<file path="src/rtl/pipe_ctrl_pkg.sv">
// Shared encodings for the pipeline hazard controller: FSM states, exception
// and result-source codes, and the load-use detection helper.
package pipe_ctrl_pkg;

  typedef enum logic [1:0] {
    ST_RUN       = 2'd0,
    ST_MEM_WAIT  = 2'd1,
    ST_EXC_FLUSH = 2'd2
  } ctrl_state_e;

  localparam logic [3:0] EXC_NONE              = 4'hF;
  localparam logic [1:0] RES_SRC_LOAD          = 2'b01;
  localparam logic [3:0] EXC_MEM_FAULT_DEFAULT = 4'h5;

  // A load in EX whose non-zero destination feeds either ID source operand.
  function automatic logic load_use_hazard(
    input logic [4:0] rs1_d,
    input logic [4:0] rs2_d,
    input logic [4:0] rd_e,
    input logic [1:0] result_src_e
  );
    return (result_src_e == RES_SRC_LOAD) && (rd_e != 5'd0) &&
           ((rd_e == rs1_d) || (rd_e == rs2_d));
  endfunction

endpackage

</file>
<file path="src/rtl/mem_wait_timer.sv">
// Counts data-memory wait cycles; flags expiry once LIMIT cycles have elapsed.
module mem_wait_timer #(
  parameter int LIMIT = 15,
  parameter int W     = $clog2(LIMIT + 2)
) (
  input  logic         clk,
  input  logic         rst_n,
  input  logic         clear,
  input  logic         enable,
  output logic [W-1:0] count,
  output logic         expired
);

  logic [W-1:0] count_reg;
  logic [W-1:0] count_next;

  assign expired = (count_reg == W'(LIMIT));
  assign count   = count_reg;

  always_comb begin
    count_next = count_reg;
    if (clear) begin
      count_next = '0;
    end else if (enable && !expired) begin
      count_next = count_reg + 1'b1;
    end
  end

  always_ff @(posedge clk) begin
    if (!rst_n) begin
      count_reg <= '0;
    end else begin
      count_reg <= count_next;
    end
  end

endmodule

</file>
<file path="src/rtl/pipe_hazard_ctrl.sv">
// Five-stage pipeline hazard controller: load-use stalls, branch flushes,
// data-memory wait stalls with timeout fault, and exception trap sequencing.
module pipe_hazard_ctrl
  import pipe_ctrl_pkg::*;
#(
  parameter int         MEM_TIMEOUT   = 15,
  parameter logic [3:0] EXC_MEM_FAULT = EXC_MEM_FAULT_DEFAULT
) (
  input  logic        i_clk,
  input  logic        i_rst_n,
  input  logic [4:0]  i_rs1_d,
  input  logic [4:0]  i_rs2_d,
  input  logic [4:0]  i_rd_e,
  input  logic [1:0]  i_result_src_e,
  input  logic        i_pc_src_e,
  input  logic [3:0]  i_exception_code_e,
  input  logic        i_mem_req_m,
  input  logic        i_mem_ready,
  output logic        o_stall_f,
  output logic        o_en_if_id,
  output logic        o_en_id_ex,
  output logic        o_en_ex_mem,
  output logic        o_en_mem_wb,
  output logic        o_flush_if_id,
  output logic        o_flush_id_ex,
  output logic        o_flush_ex_mem,
  output logic        o_trap_redirect,
  output logic        o_exc_valid,
  output logic [3:0]  o_exc_code,
  output logic [31:0] o_stall_cycles
);

  localparam int TW = $clog2(MEM_TIMEOUT + 2);

  ctrl_state_e state_reg;
  ctrl_state_e state_next;
  logic [3:0]  exc_code_reg;
  logic [3:0]  exc_code_next;
  logic [31:0] stall_cycles_reg;
  logic        timer_clear;
  logic        timer_enable;
  logic        timer_expired;
  logic [TW-1:0] timer_count;
  logic        load_use;
  logic        exc_pending;
  logic        mem_stall_req;
  logic        trap_active;

  mem_wait_timer #(
    .LIMIT (MEM_TIMEOUT),
    .W     (TW)
  ) u_mem_wait_timer (
    .clk     (i_clk),
    .rst_n   (i_rst_n),
    .clear   (timer_clear),
    .enable  (timer_enable),
    .count   (timer_count),
    .expired (timer_expired)
  );

  assign load_use      = load_use_hazard(i_rs1_d, i_rs2_d, i_rd_e, i_result_src_e);
  assign exc_pending   = (i_exception_code_e != EXC_NONE);
  assign mem_stall_req = i_mem_req_m && !i_mem_ready;

  always_comb begin
    state_next      = state_reg;
    exc_code_next   = exc_code_reg;
    timer_clear     = 1'b0;
    timer_enable    = 1'b0;
    trap_active     = 1'b0;
    o_stall_f       = 1'b0;
    o_en_if_id      = 1'b1;
    o_en_id_ex      = 1'b1;
    o_en_ex_mem     = 1'b1;
    o_en_mem_wb     = 1'b1;
    o_flush_if_id   = 1'b0;
    o_flush_id_ex   = 1'b0;
    o_flush_ex_mem  = 1'b0;

    case (state_reg)
      ST_RUN: begin
        if (exc_pending) begin
          exc_code_next  = i_exception_code_e;
          o_flush_if_id  = 1'b1;
          o_flush_id_ex  = 1'b1;
          o_flush_ex_mem = 1'b1;
          state_next     = ST_EXC_FLUSH;
        end else if (mem_stall_req) begin
          o_stall_f   = 1'b1;
          o_en_if_id  = 1'b0;
          o_en_id_ex  = 1'b0;
          o_en_ex_mem = 1'b0;
          o_en_mem_wb = 1'b0;
          timer_clear = 1'b1;
          state_next  = ST_MEM_WAIT;
        end else if (i_pc_src_e) begin
          o_flush_if_id = 1'b1;
          o_flush_id_ex = 1'b1;
        end else if (load_use) begin
          // The bubble moves the load into MEM next cycle, so the stall self-terminates.
          o_stall_f     = 1'b1;
          o_en_if_id    = 1'b0;
          o_flush_id_ex = 1'b1;
        end
      end

      ST_MEM_WAIT: begin
        if (i_mem_ready) begin
          state_next = ST_RUN;
        end else begin
          o_stall_f   = 1'b1;
          o_en_if_id  = 1'b0;
          o_en_id_ex  = 1'b0;
          o_en_ex_mem = 1'b0;
          o_en_mem_wb = 1'b0;
          if (timer_expired) begin
            exc_code_next  = EXC_MEM_FAULT;
            o_flush_if_id  = 1'b1;
            o_flush_id_ex  = 1'b1;
            o_flush_ex_mem = 1'b1;
            state_next     = ST_EXC_FLUSH;
          end else begin
            timer_enable = 1'b1;
          end
        end
      end

      ST_EXC_FLUSH: begin
        trap_active   = 1'b1;
        o_flush_if_id = 1'b1;
        o_flush_id_ex = 1'b1;
        state_next    = ST_RUN;
      end

      default: begin
        state_next = ST_RUN;
      end
    endcase
  end

  // Gated by reset so a trap being discarded by reset never reaches the PC mux.
  assign o_exc_valid     = trap_active && i_rst_n;
  assign o_trap_redirect = trap_active && i_rst_n;
  assign o_exc_code      = exc_code_reg;
  assign o_stall_cycles  = stall_cycles_reg;

  always_ff @(posedge i_clk) begin
    if (!i_rst_n) begin
      state_reg        <= ST_RUN;
      exc_code_reg     <= EXC_NONE;
      stall_cycles_reg <= '0;
    end else begin
      state_reg    <= state_next;
      exc_code_reg <= exc_code_next;
      if (!o_en_if_id && (stall_cycles_reg != 32'hFFFF_FFFF)) begin
        stall_cycles_reg <= stall_cycles_reg + 32'd1;
      end
    end
  end

endmodule

</file>
<file path="config.mk">
export PLATFORM = sky130hd
export DESIGN_NAME = pipe_hazard_ctrl
export DESIGN_NICKNAME = d
export VERILOG_FILES = /design/src/rtl/pipe_ctrl_pkg.sv /design/src/rtl/mem_wait_timer.sv /design/src/rtl/pipe_hazard_ctrl.sv
export SDC_FILE = /design/constraint.sdc
export NUM_CORES = 1
export LEC_CHECK = 0
export ABC_AREA = 0
export BUFFER_PORTS_ARGS = -buffer_cell sky130_fd_sc_hd__buf_2
export CAP_MARGIN = 10
export CORE_MARGIN = 4
export CORE_UTILIZATION = 35
export CTS_CLUSTER_SIZE = 16
export DETAILED_ROUTE_END_ITERATION = 8
export SLEW_MARGIN = 25
export SYNTH_ARGS = -nofsm -noshare
export SYNTH_HDL_FRONTEND = slang
export SYNTH_HIERARCHICAL = 1
export SYNTH_SLANG_ARGS = --single-unit
</file>
<file path="constraint.sdc">
create_clock -name i_clk -period 5.1 [get_ports i_clk]
set_clock_uncertainty 0.15 [all_clocks]
set_input_delay 0.51 -clock i_clk [delete_from_list [all_inputs] [get_ports i_clk]]
set_output_delay 0.51 -clock i_clk [all_outputs]
set_load 0.02 [all_outputs]
</file>
# Word-level counts from Yosys, hierarchy flattened
# Index checks and enable logic that the tools add are counted.
[totals] register_bits=43 in_bits=26 word_cells=79
[op_classes] n_addsub=2 n_eq_ne=13 n_mux=43 bitwise_logic=1 reduce_logical=16
[op_table] cell="adder 32 x 1 -> 32 bit (second input constant)" count=1
[op_table] cell="inequality test 32 bit (second input constant)" count=1
[op_table] cell="2-to-1 mux 1 bit" count=28
[op_table] cell="2-to-1 mux 4 bit" count=3
[op_table] cell="== test 5 bit" count=2
[op_table] cell="2-to-1 mux 2 bit" count=4
[op_table] cell="case mux 1 bit (2 select lines)" count=4
[op_table] cell="case mux 4 bit (2 select lines)" count=1
[op_table] cell="logical AND 1 bit" count=6
[op_table] cell="case mux 1 bit (3 select lines)" count=2
[op_table] cell="adder 5 x 1 -> 5 bit (second input constant)" count=1
[op_table] cell="== test 5 x 4 -> 1 bit (second input constant)" count=1
[op_table] cell="nonzero test 5 bit" count=1
[op_table] cell="== test 2 x 1 -> 1 bit (second input constant)" count=2
[op_table] cell="inequality test 2 bit (second input constant)" count=2
[op_table] cell="inequality test 4 bit (second input constant)" count=1
[op_table] cell="case mux 2 bit (2 select lines)" count=1
[op_table] cell="AND reduction 4 bit" count=1
[op_table] cell="zero test 1 bit" count=3
[op_table] cell="inequality test 3 x 2 -> 1 bit (second input constant)" count=1
[op_table] cell="inequality test 3 bit (second input constant)" count=1
[op_table] cell="== test 2 bit (second input constant)" count=1
[op_table] cell="zero test 2 bit" count=1
[op_table] cell="inequality test 2 x 1 -> 1 bit (second input constant)" count=1
[op_table] cell="other kinds (5)" count=5

# Logic depth before layout (Yosys ltp)
# Gate-level depths: netlist (run 1).
[depth] ltp_word=10 ltp_mapped=10 depth_no_buf=8

# Cells and area by module
# The synthesis (run 1) kept the hierarchy.
[modules_own_cells] module="pipe_hazard_ctrl" instances=1 cells_each=276 area_each_um2=2209.6
[modules_own_cells] module="mem_wait_timer" instances=1 cells_each=26 area_each_um2=241.5

# Worst setup path before layout (run 1)
# Ideal clock, no wire load.
[synth_path] path_kind="reg-to-reg" from="register stall_cycles_reg[3] (netlist: o_stall_cycles[3])" to="register stall_cycles_reg[1] (netlist: o_stall_cycles[1])" setup_ns=0.135 t_arrival_ns=2.529 required_time_ns=4.815 setup_slack_ns=2.286 path_stages_with_launch=11 n_path_buf=4 synth_period_minus_slack_ns=2.814 path_cell_list="dfxtp_1 -> nand4_2 -> or4_1 -> buf_2 -> or4_4 -> buf_6 -> nor2_8 -> buf_6 -> buf_6 -> nand3b_1 -> a21oi_1"
[synth_between] elab_chain_len=2
[synth_rtl] element="start, declared" line_no="pipe_hazard_ctrl.sv:39" text="logic [31:0] stall_cycles_reg;"
[synth_rtl] element="start signal, assigned" line_no="pipe_hazard_ctrl.sv:156" text="stall_cycles_reg <= stall_cycles_reg + 32'd1;"
[synth_rtl] element="inequality test 32 bit" line_no="pipe_hazard_ctrl.sv:155" text="if (!o_en_if_id && (stall_cycles_reg != 32'hFFFF_FFFF)) begin"
[synth_rtl] element="logical AND 1 bit" line_no="pipe_hazard_ctrl.sv:155"
# Every way passes these cells.
# A chain may end at the register's enable or synchronous reset.

# Worst setup path after layout (run 1)
[layout_path] from="register stall_cycles_reg[3] (netlist: o_stall_cycles[3])" to="register stall_cycles_reg[19] (netlist: o_stall_cycles[19])"
[layout_between] elab_chain_len=2 elab_cells_between_ends=3
[layout_rtl] element="parallel branches: the longest is 2 deep, another holds adder 32 x 1 -> 32 bit"
# Parallel ways; which one is timed is not known.

==> flow_metrics.py, run 1 <==
metrics = {
    "cells_and_area": {
        "drive_above_1_share_pct": 24.1,
        "fin_area_um2": 2910,
        "areaGrowthSynthToFinish_pct": 18.6,
        "n_antenna_cell": 0,
        "finish.utilization_pct": 42.8,
        "nets": 389,
        "largest_reg_flops": 32,
    },
    "worst_setup_path": {
        "worst_setup_path_start_kind": "flop",
        "critPathLaunch": "o_stall_cycles[3]$_SDFFE_PN0P_",
        "regToRegSetupSlack_ns": 2.15,
        "crit_end": "o_stall_cycles[19]$_SDFFE_PN0P_",
        "r2r-start": "o_stall_cycles[3]$_SDFFE_PN0P_",
        "end_kind": "flop",
        "worstPathArrival_ns": 2.98,
        "crit-reg2reg-capture": "o_stall_cycles[19]$_SDFFE_PN0P_",
        "timing_worst_setup_path_type": "flop to flop",
        "cp.required_ns": 5.13,
        "critPathMaxFanout": 31,
        "reg2regPathDepth": 6,
    },
    "sta": {
        "drv_slew": 0,
        "fmax_mhz": 339,
        "worstMarginPinSlew_ns": 0.799,
        "period_share_pct": 57.8,
        "holdWs_ns": 0.318,
        "hold_viol": 0,
        "fin_crit_ns": 2.95,
        "setup_viol": 0,
        "slew_headroom_pct": 46.3,
        "setup_tns_ns": 0,
        "rsz0062_at_grt": "false",
    },
    "yosys": {
        "ys_seq_area_share_pct": 35.1,
        "synth_area_leaders": "dfxtp_1, a21oi_1, or4_1",
        "synth_top_area_share_pct": 35.1,
        "synth_nets": 331,
        "synth_warnings": 6,
        "ys.flop_type": "dfxtp_1",
        "synth-edff-count": 0,
        "synth_top_cell_by_area": "dfxtp_1",
        "syn_inst": 302,
        "synth.distinct_cells": 46,
        "syn_avg_cell_area_um2": 8.12,
        "yosysMostFrequentCell": "dfxtp_1",
        "synthArstFlopShare_pct": 0,
        "synthTopCellsByCount": "dfxtp_1, a21oi_1, nand2_1",
        "ys_ff_latch": 43,
        "syn-cell-area_um2": 2450,
    },
    "global_route": {
        "grt_overflow_total": 0,
        "grt_max_degree": 63,
        "grt_pass1_wl_mm": 10.6,
        "antenna_found_initial": 0,
        "grt_pass1_vias": 2295,
        "grt_usage_pct": 15.0,
    },
    "routing": {
        "ant_nets": 0,
        "drt_pre_antenna_iters": 4,
        "via_per_inst": 5.42,
        "drtIter0Drc": 164,
        "wl_per_cell_um": 14.0,
        "vias": 2479,
        "drc": 0,
        "drt-total-wl_mm": 6.38,
    },
    "floorplanning": {
        "fp.dieH_um": 91.7,
        "die_area_um2": 8410,
        "rows": 30,
        "start_util_pct": 36.1,
        "core_um2": 6790,
        "io-pin-count": 72,
        "die_w_um": 91.7,
    },
    "placed_design": {
        "dp_hpwl_mm": 4.46,
        "place_area_um2": 2820,
        "port_buffers": 71,
        "gp_congestion": 0.784,
    },
    "cts": {
        "clkTransAtPathRegs_ns": 0.08,
        "cts_root_buf": "clkbuf_8",
        "cts.sinks": 43,
        "ctsResizeCount": 0,
        "clk_path_buf_depth": 2,
        "holdBufCountCts": 0,
        "cts_buffers": 5,
        "cts_setup_buffers": 0,
        "cts_max_level": 2,
        "clk_latency_ns": 0.29,
        "cts_tree": "built",
    },
    "min_path": {
        "hold_depth": 3,
        "min_path_type": "input pin to flop",
    },
    "job": {
        "drv_cap": 0,
    },
    "pwr": {
        "powerDensity_nw_per_um2": 207,
        "power_leakage_nw": 1.12,
        "ir_drop_v": 0.000104,
    },
    "status": {
        "status": "finished, final reports clean",
    },
}
worst max-delay path, stage by stage (launching register included):
cell	delay [ns]
dfxtp_1	0.45
nand4_2	0.19
or4_1	0.68
or4_4	0.70
nor2_8	0.39
nor4_1	0.12
mux2i_1	0.14
per-stage QoR:
stage / cells / power [mW] / setup WS, ns
2_1_floorplan: 302 / 0.380 / 2.29
3_3_place_gp: 449 / 0.403 / 1.89
3_5_place_dp: 449 / 0.403 / 1.88
4_1_cts: 457 / 0.612 / 1.88
5_1_grt: 457 / 0.630 / 1.96
6_report: 457 / 0.601 / 2.15
routing by layer:
metal / track usage (%) / share of wire [%]
met1: 19.4 / 47
met4: 4.52 / 0.85
met5: 0 / 0
met3: 3.36 / 7.5
met2: 25.0 / 45
worst min path at each step:
| stage | startpoint | end | slack (ns) |
|---|---|---|---|
| floorplan | u_mem_wait_timer/count[1]$_SDFFE_PP0P_ | u_mem_wait_timer/count[1]$_SDFFE_PP0P_ | 0.30 |
| global placement | o_exc_code[2]$_SDFFE_PN1P_ | o_exc_code[2]$_SDFFE_PN1P_ | 0.31 |
| detailed placement | o_exc_code[2]$_SDFFE_PN1P_ | o_exc_code[2]$_SDFFE_PN1P_ | 0.31 |
| CTS | i_exception_code_e[2] | o_exc_code[2]$_SDFFE_PN1P_ | 0.30 |
| global route | i_exception_code_e[2] | o_exc_code[2]$_SDFFE_PN1P_ | 0.32 |
| finish | i_exception_code_e[2] | o_exc_code[2]$_SDFFE_PN1P_ | 0.32 |
cell usage in the layout, fill, tap and decap left out, types with 10 or more instances in the layout:
cell type  synthesis  layout
nor2_1            15      15
or3_1             11      11
or4_1             19      19
o21ai_0           13      13
dfxtp_1           43      43
o31ai_1           17      17
a21oi_1           29      29
nand4_1           10      10
nand2_1           22      22
nand3_1           19      19
xor2_1            11      11
buf_2              3      71
where the power goes:
group          switching (mW)  total, mW  internal, mW
combinational          0.0326     0.0537        0.0211
clock                   0.110      0.206        0.0962
sequential            0.00260      0.341         0.339
cell type report:
cell class,count,area [um^2]
fill,707,3890
multi-input combinational,231,1460
sequential,43,861
timing repair buffer,72,363
tap,96,120
clock buffer,7,76.3
inverter,7,26.3
clock inverter,1,5.00
cells by family (layout without fill, tap and decap cells):
logic type      Yosys count  in the layout  synth area share [%]
fa+ha+maj                 3              3                  1.53
compound gates           77             77                  19.6
mux                       3              3                  1.23
buf+inv                  28             87                  5.82
simple gates            136            136                  32.5
xor+xnor                 12             12                  4.29
flops                    43             43                  35.1
No activity file was read; power rests on OpenSTA's default activity.
==> run 2, diff against run 1 <==
==> constraint.sdc (replaced) <==
create_clock -name i_clk -period 2.72 [get_ports i_clk]
set_clock_uncertainty 0.15 [all_clocks]
set_input_delay 0.272 -clock i_clk [delete_from_list [all_inputs] [get_ports i_clk]]
set_output_delay 0.272 -clock i_clk [all_outputs]
set_load 0.02 [all_outputs]
==> run 2 against run 1 <==
Compared with the run above:
- worst hold slack got worse by 0.25 ns
- via count rose by 1.2%
- highest routed layer unchanged
- sequential share of layout area shrank 0.88 points
- routed wire length is 2.4% higher
- clock power rose by 92%
- die area did not move
- cell count increased by 1.5%
==> flow_metrics.py, run 2 (same netlist as run 1, synthesis figures left out) <==
metrics = {
    "cells_and_area": {
        "finish.utilization_pct": 44.4,
        "nets": 396,
        "layout_commonest_cell": "buf_2",
        "layout_common_cells": "buf_2, dfxtp_1, a21oi_1",
        "multi_input_area_um2": 1480,
        "areaGrowthSynthToFinish_pct": 23.0,
        "drive_above_1_share_pct": 27.7,
        "fin_area_um2": 3010,
        "largest_reg_flops": 32,
        "fillCellCount": 700,
        "regArea_um2": 866,
        "n_antenna_cell": 0,
    },
    "worst_setup_path": {
        "reg2regPathDepth": 6,
        "regToRegSetupSlack_ns": 0.11,
        "critPathLaunch": "o_stall_cycles[24]$_SDFFE_PN0P_",
        "worst_setup_path_start_kind": "flop",
        "cp.required_ns": 2.74,
        "critPathMaxFanout": 31,
        "timing_worst_setup_path_type": "flop to flop",
        "end_kind": "flop",
        "worstPathArrival_ns": 2.64,
        "r2r-start": "o_stall_cycles[24]$_SDFFE_PN0P_",
        "crit-reg2reg-capture": "o_stall_cycles[5]$_SDFFE_PN0P_",
        "crit_end": "o_stall_cycles[5]$_SDFFE_PN0P_",
    },
    "cts": {
        "cts_buffers": 5,
        "cts_root_buf": "clkbuf_8",
        "clk_latency_ns": 0.30,
        "clk_path_buf_depth": 2,
        "cts_max_level": 2,
        "cts_tree": "built",
        "cts.sinks": 43,
        "clkTransAtPathRegs_ns": 0.08,
    },
    "min_path": {
        "min_path_type": "input pin to flop",
        "hold_depth": 3,
    },
    "floorplanning": {
        "io-pin-count": 72,
        "die_area_um2": 8410,
        "die_w_um": 91.7,
        "start_util_pct": 36.1,
        "rows": 30,
        "core_um2": 6790,
        "fp.dieH_um": 91.7,
    },
    "global_route": {
        "grt_pass1_wl_mm": 11.1,
        "antenna_found_initial": 0,
        "grt_max_degree": 32,
        "grt_pass1_vias": 2365,
        "grt_usage_pct": 15.9,
        "grt_overflow_total": 0,
    },
    "sta": {
        "fin_crit_ns": 2.61,
        "rsz0062_at_grt": "true",
        "hold_viol": 0,
        "worstMarginPinSlew_ns": 0.576,
        "setup_viol": 0,
        "holdWs_ns": 0.0711,
        "period_share_pct": 96.1,
        "setup_tns_ns": 0,
        "drv_slew": 0,
        "slew_headroom_pct": 61.3,
        "fmax_mhz": 382,
    },
    "job": {
        "drv_cap": 0,
    },
    "routing": {
        "ant_nets": 0,
        "drc": 0,
        "via_per_inst": 5.41,
        "wl_per_cell_um": 14.1,
        "drtIter0Drc": 72,
        "drt_pre_antenna_iters": 4,
        "drt-total-wl_mm": 6.53,
        "vias": 2508,
    },
    "placed_design": {
        "dp_hpwl_mm": 4.68,
        "gp_congestion": 0.781,
        "port_buffers": 71,
        "place_area_um2": 2900,
    },
    "status": {
        "status": "finished, final reports clean",
    },
    "pwr": {
        "powerDensity_nw_per_um2": 378,
        "ir_drop_v": 0.000204,
        "power_leakage_nw": 1.15,
        "power_mw": 1.14,
    },
}
## run 2: cell types whose count changed in the layout (fill, tap and decap cells not counted), sizes merged
cell,previous run,this run
buf,72,79
## run 2: layout make-up
| cell class | count | area share (%) |
|---|---|---|
| clock inverter | 1 | 0.166 |
| tap | 96 | 3.99 |
| timing repair buffer | 79 | 14.6 |
| inverter | 7 | 0.872 |
| clock buffer | 7 | 2.53 |
| multi-input combinational | 231 | 49.1 |
| sequential | 43 | 28.7 |
## run 2: what timing repair did
action / in CTS / in global routing
buffers inserted: 0 / 0
resized for setup: 0 / 5
setup endpoints to repair: 0 / 5
hold buffers: 0 / 0
## run 2: how the worst min path moves through the flow
stage,from,to
floorplan,i_exception_code_e[0],o_exc_code[0]$_SDFFE_PN1P_
global placement,o_exc_code[2]$_SDFFE_PN1P_,o_exc_code[2]$_SDFFE_PN1P_
detailed placement,o_exc_code[2]$_SDFFE_PN1P_,o_exc_code[2]$_SDFFE_PN1P_
CTS,i_exception_code_e[0],o_exc_code[0]$_SDFFE_PN1P_
global route,i_exception_code_e[2],o_exc_code[2]$_SDFFE_PN1P_
finish,i_exception_code_e[2],o_exc_code[2]$_SDFFE_PN1P_
## run 2: metrics by stage
step | cells | worst slack, ns
floorplan | 302 | 0.0283
global placement | 456 | 0.123
detailed placement | 456 | 0.0605
CTS | 464 | 0.0397
global route | 464 | -0.0248
finish | 464 | 0.106
## run 2: critical path, cell delays in order (launching register included)
cell	delay, ns
dfxtp_1	0.43
nand4_1	0.25
or3_1	0.51
or4_4	0.58
nor2_8	0.34
or4_1	0.19
a21oi_2	0.05
## run 2: per-layer routing
layer / global-route usage [%] / vias to the layer above / wire length [um]
li1: - / 1279 / -
met1: 19.6 / 1166 / 2960
met2: 27.7 / 58 / 3180
met3: 3.45 / 5 / 338
met4: 4.77 / 0 / 52
met5: 0 / - / 0
## run 2: power breakdown
group	switching, mW	internal, mW	total [mW]
Clock	0.215	0.180	0.396
Combinational	0.0619	0.0416	0.104
Sequential	0.00508	0.635	0.640
Total	0.282	0.857	1.14
==> run 3, diff against run 2 <==
--- a/config.mk
+++ b/config.mk
@@ -8,11 +8,9 @@
 export ABC_AREA = 0
 export BUFFER_PORTS_ARGS = -buffer_cell sky130_fd_sc_hd__buf_2
 export CAP_MARGIN = 10
-export CORE_MARGIN = 4
 export CORE_UTILIZATION = 35
 export CTS_CLUSTER_SIZE = 16
 export DETAILED_ROUTE_END_ITERATION = 8
-export SLEW_MARGIN = 25
 export SYNTH_ARGS = -nofsm -noshare
 export SYNTH_HDL_FRONTEND = slang
 export SYNTH_HIERARCHICAL = 1
==> run 3 against run 2 <==
Compared with the run above:
- total power shrank 0.59%
- routed wire length shrank 2.3%
- fmax grew 0.92%
- design area grew 0.46%
- register-to-register slack gained 0.02 ns
- critical path type unchanged
- highest routed layer unchanged
==> flow_metrics.py, run 3 (same netlist as run 1, synthesis figures left out) <==
metrics = {
    "cells_and_area": {
        "regArea_um2": 866,
        "largest_reg_flops": 32,
        "n_antenna_cell": 0,
        "layout_common_cells": "buf_2, dfxtp_1, a21oi_1",
        "nets": 400,
        "multi_input_area_um2": 1470,
        "drive_above_1_share_pct": 28.0,
        "layout_commonest_cell": "buf_2",
        "fillCellCount": 694,
        "areaGrowthSynthToFinish_pct": 23.5,
    },
    "routing": {
        "ant_nets": 0,
        "drtIter0Drc": 102,
        "drt_pre_antenna_iters": 4,
        "drc": 0,
        "top_layer": "met4",
        "via_per_inst": 5.36,
        "wl_met2_mm": 3.04,
        "dr_wl_met3_um": 327,
        "drt-total-wl_mm": 6.39,
        "vias": 2509,
        "wl_met1_mm": 2.94,
        "wl_per_cell_um": 13.6,
    },
    "worst_setup_path": {
        "worstPathArrival_ns": 2.61,
        "crit_chain": "nand4_1 -> or4_1 -> or4_4 -> buf_4 -> nand4_1 -> or3_1 -> a21oi_1",
        "critPathSlowestCell": "or4_4",
        "end_kind": "flop",
        "cp_top_family": "simple AND/OR/NAND/NOR gates",
        "timing_worst_setup_path_type": "flop to flop",
        "cpMostUsedCell": "nand4_1",
        "cp.required_ns": 2.74,
        "worst_setup_path_start_kind": "flop",
        "critPathMaxFanout": 9,
        "critPathMaxStageDelay_ns": 0.65,
        "cp_num_buf_inv": 1,
    },
    "floorplanning": {
        "rows": 30,
        "fp.dieH_um": 85.7,
        "die_w_um": 85.7,
        "io-pin-count": 72,
        "core_um2": 6790,
        "die_area_um2": 7340,
        "start_util_pct": 36.1,
    },
    "global_route": {
        "antenna_found_initial": 0,
        "grt_overflow_total": 0,
        "grt_max_degree": 32,
        "grt_pass1_vias": 2160,
        "grt_usage_pct": 17.0,
        "grt_pass1_wl_mm": 9.98,
    },
    "sta": {
        "layout_setup_ws_ns": 0.130,
        "period_share_pct": 95.2,
        "drv_slew": 0,
        "slew_headroom_pct": 62.7,
        "worstMarginPinSlew_ns": 0.559,
        "setup_viol": 0,
        "hold_viol": 0,
        "fin_crit_ns": 2.59,
        "fmax_mhz": 386,
    },
    "cts": {
        "cts_root_buf": "clkbuf_8",
        "cts.sinks": 43,
        "holdBufCountCts": 0,
        "clk_latency_ns": 0.29,
        "clkTransAtPathRegs_ns": 0.08,
        "clk_path_buf_depth": 2,
        "cts_tree": "built",
        "cts_buffers": 5,
        "cts_max_level": 2,
    },
    "pwr": {
        "power_mw": 1.13,
        "ir_drop_v": 0.000173,
        "powerDensity_nw_per_um2": 374,
        "power_leakage_nw": 1.15,
    },
    "min_path": {
        "min_path_type": "input pin to flop",
    },
    "placed_design": {
        "dp_hpwl_mm": 4.47,
        "post-place-ws_ns": 0.0552,
        "port_buffers": 71,
        "gp_congestion": 0.778,
    },
    "status": {
        "status": "finished, final reports clean",
    },
    "job": {
        "drv_cap": 0,
    },
}
-- run 3: worst register-to-register path, stage by stage, from the launching register on --
cell and delay [ns]:
dfxtp_1 0.41, nand4_1 0.18, or4_1 0.60, or4_4 0.65
buf_4 0.20, nand4_1 0.11, or3_1 0.11, a21oi_1 0.05
-- run 3: final timing paths --
path	from	end	slack (ns)	cells after the start
worst min-delay path	i_exception_code_e[2]	o_exc_code[2]$_SDFFE_PN1P_	0.08	3
worst max-delay path	o_stall_cycles[11]$_SDFFE_PN0P_	o_stall_cycles[20]$_SDFFE_PN0P_	0.13	7
worst max register to register	o_stall_cycles[11]$_SDFFE_PN0P_	o_stall_cycles[20]$_SDFFE_PN0P_	0.13	7
worst min register to register	o_exc_code[0]$_SDFFE_PN1P_	o_exc_code[0]$_SDFFE_PN1P_	0.32	2
-- run 3: power breakdown --
| part | internal, mW | switching, mW |
|---|---|---|
| combinational | 0.0403 | 0.0606 |
| sequential | 0.635 | 0.00482 |
| clock | 0.181 | 0.212 |
-- run 3: area by class of cell --
type | instances | share of cell area, %
Multi-Input combinational cell | 232 | 48.6
Clock buffer | 7 | 2.52
Sequential cell | 43 | 28.6
Timing Repair Buffer | 82 | 15.3
Tap cell | 96 | 3.97
Inverter | 7 | 0.868
Clock inverter | 1 | 0.165
-- run 3: what timing repair did --
item | CTS | global route
endpoints found under the hold margin | 0 | 0
setup endpoints to repair | 0 | 17
setup buffers | 0 | 1
gates resized for setup | 0 | 2
-- run 3: through the flow --
step                      std cells  setup TNS (ns)  hold slack, ns  cell area [um^2]  utilization (%)
after floorplan                 302               0           0.255              2460                -
after global placement          458               0           0.305              2900             42.7
after detailed placement        458               0           0.307              2900             42.7
after CTS                       466               0          0.0667              2990             43.9
after global routing            468        -0.00658          0.0797              3030             44.6
final                           468               0          0.0778              3030             44.6
-- run 3: per-layer routing --
metal	track usage, %	vias up
li1	-	1280
met1	20.3	1156
met2	30.3	67
met3	3.75	6
met4	5.45	0
met5	0	-
